===== config.mk =====
export PLATFORM = sky130hd
export DESIGN_NAME = cpu_regfile_wr_arbiter
export DESIGN_NICKNAME = d
export VERILOG_FILES = /design/src/rtl/cpu_rf_pkg.sv /design/src/rtl/cpu_rr_arb2.sv /design/src/rtl/cpu_regfile_wr_arbiter.sv
export SDC_FILE = /design/constraint.sdc
export NUM_CORES = 1
export LEC_CHECK = 0
export BUFFER_PORTS_ARGS = -buffer_cell sky130_fd_sc_hd__buf_2
export CAP_MARGIN = 20
export CORE_ASPECT_RATIO = 1.2
export CORE_MARGIN = 5
export CORE_UTILIZATION = 40
export DETAILED_ROUTE_END_ITERATION = 6
export GPL_TIMING_DRIVEN = 0
export HOLD_SLACK_MARGIN = 0.1
export PLACE_DENSITY = 0.76
export SYNTH_ARGS = -nofsm -noshare
export SYNTH_HDL_FRONTEND = slang
export SYNTH_SLANG_ARGS = --single-unit

===== constraint.sdc =====
create_clock -name i_clk -period 2.7 [get_ports i_clk]
set_input_delay 0.135 -clock i_clk [delete_from_list [all_inputs] [get_ports i_clk]]
set_output_delay 0.135 -clock i_clk [all_outputs]
set_load 0.1 [all_outputs]

===== src/rtl/cpu_rf_pkg.sv =====
// Shared types and constants for the register file write-port sequencer.
package cpu_rf_pkg;

   localparam int unsigned RF_ADDR_W = 5;
   localparam int unsigned RF_DATA_W = 32;

   typedef enum logic {INIT, RUN} rf_arb_state_t;
   typedef enum logic {EX, LD} rf_req_t;

   function automatic logic [RF_ADDR_W-1:0] rf_last_reg(input logic half);
      return half ? 5'd15 : 5'd31;
   endfunction

endpackage


===== src/rtl/cpu_rr_arb2.sv =====
// Two-requester round-robin arbiter; bit 0 = EX, bit 1 = LD.
module cpu_rr_arb2
   import cpu_rf_pkg::*;
(
   input  logic       i_clk,
   input  logic       i_rst,
   input  logic       i_en,
   input  logic [1:0] i_req,
   output logic [1:0] o_rdy,
   output logic [1:0] o_gnt,
   output logic       o_upd
);

   rf_req_t last_grant_q;

   // Ready does not depend on the requester's own valid, so upstream may use it freely.
   always_comb begin
      o_rdy[0] = i_en & (~i_req[1] | (last_grant_q == LD));
      o_rdy[1] = i_en & (~i_req[0] | (last_grant_q == EX));
      o_gnt    = o_rdy & i_req;
      o_upd    = |o_gnt;
   end

   always_ff @(posedge i_clk) begin
      if (i_rst) begin
         last_grant_q <= LD;
      end else if (o_upd) begin
         last_grant_q <= o_gnt[1] ? LD : EX;
      end
   end

endmodule


===== src/rtl/cpu_regfile_wr_arbiter.sv =====
// Write-port sequencer/arbiter for the 2R1W register file.
// ASTERISC_RF_CLEAR_EN compiles in the post-reset clear of x1..x31 (x1..x15 in half mode).
module cpu_regfile_wr_arbiter
   import cpu_rf_pkg::*;
#(
   parameter bit p_half_regfile = 1'b0
) (
   input  logic                 i_clk,
   input  logic                 i_rst,
   input  logic                 i_ex_valid,
   output logic                 o_ex_ready,
   input  logic [RF_ADDR_W-1:0] i_ex_addr,
   input  logic [RF_DATA_W-1:0] i_ex_data,
   input  logic                 i_ld_valid,
   output logic                 o_ld_ready,
   input  logic [RF_ADDR_W-1:0] i_ld_addr,
   input  logic [RF_DATA_W-1:0] i_ld_data,
   output logic                 o_wr_en,
   output logic [RF_ADDR_W-1:0] o_wr_addr,
   output logic [RF_DATA_W-1:0] o_wr_data,
   output logic                 o_busy,
   output logic                 o_addr_oob
);

   logic                 clr_active;
   logic [RF_ADDR_W-1:0] clr_addr;

`ifdef ASTERISC_RF_CLEAR_EN
   rf_arb_state_t        state_q;
   logic [RF_ADDR_W-1:0] cnt_q;

   always_ff @(posedge i_clk) begin
      if (i_rst) begin
         state_q <= INIT;
         cnt_q   <= 5'd1;
      end else if (state_q == INIT) begin
         if (cnt_q == rf_last_reg(p_half_regfile)) begin
            state_q <= RUN;
         end
         cnt_q <= cnt_q + 5'd1;
      end
   end

   assign clr_active = (state_q == INIT);
   assign clr_addr   = cnt_q;
`else
   assign clr_active = 1'b0;
   assign clr_addr   = '0;
`endif

   logic [1:0]           gnt;
   logic [1:0]           rdy;
   logic                 upd;
   logic [RF_ADDR_W-1:0] req_addr;
   logic [RF_DATA_W-1:0] req_data;
   logic                 req_oob;

   cpu_rr_arb2 u_arb (
      .i_clk (i_clk),
      .i_rst (i_rst),
      .i_en  (~i_rst & ~clr_active),
      .i_req ({i_ld_valid, i_ex_valid}),
      .o_rdy (rdy),
      .o_gnt (gnt),
      .o_upd (upd)
   );

   assign o_ex_ready = rdy[0];
   assign o_ld_ready = rdy[1];
   assign o_busy     = clr_active;

   assign req_addr = gnt[1] ? i_ld_addr : i_ex_addr;
   assign req_data = gnt[1] ? i_ld_data : i_ex_data;
   assign req_oob  = p_half_regfile & req_addr[4];

   // Address/data hold their last value when no write is issued.
   always_ff @(posedge i_clk) begin
      if (i_rst) begin
         o_wr_en    <= 1'b0;
         o_wr_addr  <= '0;
         o_wr_data  <= '0;
         o_addr_oob <= 1'b0;
      end else begin
         o_wr_en    <= 1'b0;
         o_addr_oob <= 1'b0;
         if (clr_active) begin
            o_wr_en   <= 1'b1;
            o_wr_addr <= clr_addr;
            o_wr_data <= '0;
         end else if (upd) begin
            if (req_addr == '0) begin
               o_wr_en <= 1'b0;
            end else if (req_oob) begin
               o_addr_oob <= 1'b1;
            end else begin
               o_wr_en   <= 1'b1;
               o_wr_addr <= req_addr;
               o_wr_data <= req_data;
            end
         end
      end
   end

endmodule


After elaboration in Yosys (flattened, before gate mapping)
Index checks and enable logic that the tools add are counted.
{ "totals": {"inputBits": 78, "rom_bits": 0, "latchBits": 0, "regBits": 39, "n_memories": 0, "mem_bits_rw": 0, "out_inout_bits": 42} }
{ "op_classes": {"n_lt_le_gt_ge": 0, "n_bitwise": 11, "add_sub_neg": 0, "n_mul": 0, "div_mod_pow": 0, "shifts": 0, "n_reduce_logical": 4, "mux": 4, "eq_ne": 0} }
{ "ops": {"columns": ["op", "count"], "rows": [
  ["$mux 32", 1],
  ["$not 1->1", 6],
  ["$logic_not 5->1", 1],
  ["$mux 5", 1],
  ["$reduce_or 2->1", 2],
  ["$and 1x1->1", 2],
  ["$and 2x2->2", 1],
  ["$mux 1", 2],
  ["$or 1x1->1", 2],
  ["$reduce_and 2->1", 1]
]} }

Longest topological paths before layout
{ "depth": {"word_depth": 8, "depth_mapped": 7} }

By module
From an unflattened synthesis, not the netlist that was laid out.
{ "hier_totals": {"cells_unflattened": 192, "hier_area_um2": 2050.7} }
{ "modules_own_cells": {"columns": ["mod", "seq_area_each_um2", "area_per_inst_um2", "cells_each", "n_inst"], "rows": [
  ["cpu_regfile_wr_arbiter", 760.7, 1968.1, 182, 1],
  ["cpu_rr_arb2", 20.0, 82.6, 10, 1]
]} }

Worst setup path after synthesis
OpenSTA, ideal clock, no wires.
{ "synth_path": {"kind": "register to register", "startpoint": "register u_arb.last_grant_q", "endpoint": "register o_wr_data[0]", "arrival_time_ps": 2353, "path_stages_with_launch": 6, "path_slack_ps": 225, "n_path_buf": 1, "period_less_slack_ps": 2475, "required_ps": 2578, "cell_sequence": "dfxtp_1 a21oi_2 nand2_2 dlymetal6s2s_1 mux2i_1 mux2i_1"} }
{ "synth_between": {"elab_chain_cells": 8} }
{ "synth_rtl": {"columns": ["element", "line", "text"], "rows": [
  ["start, declared", "cpu_rr_arb2.sv:14", "rf_req_t last_grant_q;"],
  ["start signal, assigned", "cpu_rr_arb2.sv:28", "last_grant_q <= o_gnt[1] ? LD : EX;"],
  ["$not 1->1 (*)", "cpu_rr_arb2.sv:19", "o_rdy[1] = i_en & (~i_req[0] | (last_grant_q == EX));"],
  ["$or 1x1->1 (*)", "cpu_rr_arb2.sv:19", null],
  ["$and 1x1->1 (*)", "cpu_rr_arb2.sv:19", null],
  ["net o_ld_ready", "cpu_regfile_wr_arbiter.sv:15", "output logic o_ld_ready,"],
  ["$and 2x2->2 (*)", "cpu_rr_arb2.sv:20", "o_gnt = o_rdy & i_req;"],
  ["$mux 5", "cpu_regfile_wr_arbiter.sv:72", "assign req_addr = gnt[1] ? i_ld_addr : i_ex_addr;"],
  ["$logic_not 5->1", "cpu_regfile_wr_arbiter.sv:91", "if (req_addr == '0) begin"],
  ["$not 1->1 (no source line)", null, null],
  ["$reduce_and 2->1 (no source line)", null, null],
  ["end signal, assigned", "cpu_regfile_wr_arbiter.sv:98", "o_wr_data <= req_data;"],
  ["end, declared", "cpu_regfile_wr_arbiter.sv:20", "output logic [RF_DATA_W-1:0] o_wr_data,"]
]} }
Mark *: on every way through the listed nets, which the timed path passes. The rest lies on a longest branch.
A chain may end at the register's enable or synchronous reset.

Worst setup path after layout
{ "layout_path": {"startpoint": "input port i_ex_valid", "endpoint": "register o_wr_data[26]"} }
{ "layout_between": {"elab_chain_cells": 8} }
{ "layout_rtl": {"columns": ["element", "line", "text"], "rows": [
  ["start, declared", "cpu_regfile_wr_arbiter.sv:10", "input logic i_ex_valid,"],
  ["$not 1->1", "cpu_rr_arb2.sv:19", null],
  ["$or 1x1->1", "cpu_rr_arb2.sv:19", null],
  ["$and 1x1->1", "cpu_rr_arb2.sv:19", null],
  ["$and 2x2->2 (*)", "cpu_rr_arb2.sv:20", null],
  ["$mux 5", "cpu_regfile_wr_arbiter.sv:72", null],
  ["$logic_not 5->1", "cpu_regfile_wr_arbiter.sv:91", null],
  ["$not 1->1 (no source line)", null, null],
  ["$reduce_and 2->1 (no source line)", null, null]
]} }
Mark *: on every way between the ends. The rest lies on a longest branch, timed or not.

==> reports/qor.yml <==
cts_buffer_depth: 2
clk_latency_ns: 0.28
final_max_slew_viol_count: 0
firstDrtPassIters: 4
grt_first_pass_wirelength_um: 7720
die_h_um: 88.2
antenna_found_initial: 0
synthFlopType: "dfxtp_1"
tightest_slew_ns: 0.725
finalInstanceArea_um2: 2790
fillerInstances: 456
globalplace.congestion: 0.869
post_cts_resized: 0
timing.max_cap.violations: 0
htree_levels: 2
postCtsSetupBuffers: 0
multi_input_area_um2: 1090
yosys.area.top_type: "dfxtp_1"
min-delay-path-class: "in2reg"
synth_area_leaders: "dfxtp_1 (38%), mux2i_1 (33%), nand2b_1 (8.6%)"
peakVddDrop_v: 0.000389
critPathMaxFanout: 10
reg2reg_slack_ns: 0.91
leakage_nw: 1.56
clk_pin_slew_ns: 0.07
cts_made_buffers: 5
final.setup.tns_ns: 0
timing.final.crit_share_pct: 72.0
worst_hold_path.endpoint: "u_arb.last_grant_q"
fin_skew_ns: 0.00505
worst_ep_required_time_ns: 2.87
num_vias: 1753
wl_per_cell_um: 13.2
critical_path_arrival_ns: 2.11
cts-root-buf: "clkbuf_8"
ys_warn_count: 0
ios: 120
ff_latch_area_um2: 781
power.density_nw_per_um2: 704
crit_type: "in2reg"
start_util_pct: 41.3
cp-start-kind: "input pin"
hpwl_um: 3930
rsz0062_at_grt: "false"
die_w_um: 75.2
cts_tree: "built"
synth_edf_count: 0
layout-drive-gt1-share_pct: 44.7
crit_path_end_kind: "register"
grt_use_total_pct: 14.9
port_buffers: 116
syn_inst: 187
nets: 390
synth_area_um2: 2040
grt_overflow: 0
rr_startpoint: "u_arb.last_grant_q"
clkSinkCount: 39
synth-async-reset-ratio_pct: 0
grt_max_degree: 12
final_cells: 373
core_um2: 4940
synth_seq_cells: 39
die_area_um2: 6630
drt_iter0_drc: 43
num_rows: 28
drc_errors: 0
finalSetupViolCount: 0
timing.hold.ws_ns: 0.127
fmax_mhz: 515
cts_hold_buf: 1
ant_nets: 0
r2r_end: "o_wr_data[26]"
antenna_cells: 0
drt_wl_total_um: 4930
area_growth_pct: 36.8
hold_path_depth: 3
outcome: "complete, no violations"
holdCritStartpoint: "i_ld_valid"
vias_per_cell: 4.70
dpl_cell_area_um2: 2700
synth_top_cell_area_share_pct: 38.3
period_minus_slack_ns: 1.94
yosysSeqAreaShare_pct: 38.3
post-synth-top-count-cell: "mux2i_1"
relSlewSlack_pct: 51.7
power_mw: 1.96
final_hold_viol_count: 0
dp_cells: 364
ys_top_cells_by_count: "mux2i_1 (68), dfxtp_1 (39), nand2b_1 (28)"
syn_area_per_cell_um2: 10.9
grt_pass1_vias: 1769
reg2reg_depth: 5
ys_types: 29
## worst max-delay path by stage
stage	depth (start not counted)	to	slack (ns)	start
after floorplan	5	o_wr_data[0]	0.23	u_arb.last_grant_q
after global placement	5	o_wr_data[26]	0.90	u_arb.last_grant_q
after detailed placement	5	o_wr_data[28]	0.86	u_arb.last_grant_q
after CTS	7	o_wr_data[28]	0.70	i_ex_valid
after global routing	7	o_wr_data[31]	0.59	i_ex_valid
final	7	o_wr_data[26]	0.76	i_ex_valid
## layout make-up
| class | instances | share of cell area (%) |
|---|---|---|
| multi-input cells | 129 | 39.1 |
| well taps | 60 | 2.69 |
| flip-flops and latches | 39 | 28.0 |
| plain buffers | 14 | 5.29 |
| clock buffers | 7 | 2.74 |
| repair buffers | 117 | 21.2 |
| inverters | 6 | 0.807 |
| clock inverters | 1 | 0.179 |
## stage by stage
stage          util (%)  setup slack, ns
2_1_floorplan         -            0.225
3_3_place_gp       54.6            0.902
3_5_place_dp       54.6            0.861
4_1_cts            56.5            0.698
5_1_grt            56.5            0.592
6_report           56.5            0.757
## metal layers
metal	global-route usage (%)	up-vias	share of wire (%)
met3	4.09	5	9.7
met2	27.3	74	51
li1	-	904	-
met1	17.0	770	38
met5	0	-	0
met4	3.50	0	0.69
## worst max-delay path: stages
cell,delay [ns]
dlygate4sd3_1,0.51
buf_2,0.13
a21oi_2,0.11
nand2_2,0.25
clkbuf_1,0.60
mux2i_1,0.28
mux2i_1,0.09
## placed cells by master, fill, tap and decap left out, types with 2 or more instances in the layout
cell / count
a21oi_1: 3
buf_12: 3
buf_2: 116
buf_4: 2
buf_6: 4
clkbuf_1: 6
clkbuf_8: 5
conb_1: 2
dfxtp_1: 39
inv_1: 6
mux2i_1: 68
nand2b_1: 28
nor2_1: 2
nor3_1: 2
o221a_2: 2
o32ai_1: 4
or2b_2: 4
or4_1: 2
## where the power goes
part | internal [mW] | switching, mW
combinational | 0.209 | 0.695
sequential | 0.649 | 0.0341
clock | 0.181 | 0.197
## sequential cells by signal, indices dropped and copies added, names as in the netlist
name / flops
o_wr_en: 1
o_wr_addr: 5
o_wr_data: 32
u_arb.last_grant_q: 1
## cells by family after synthesis
group	synth area share, %
AND/OR/NAND/NOR	13.7
other	0.184
multiplexers	33.4
AO/OA/AOI/OAI	6.13
buffers and inverters	8.34
flip-flops	38.3
Note: power is estimated with default switching activity, not from simulation.
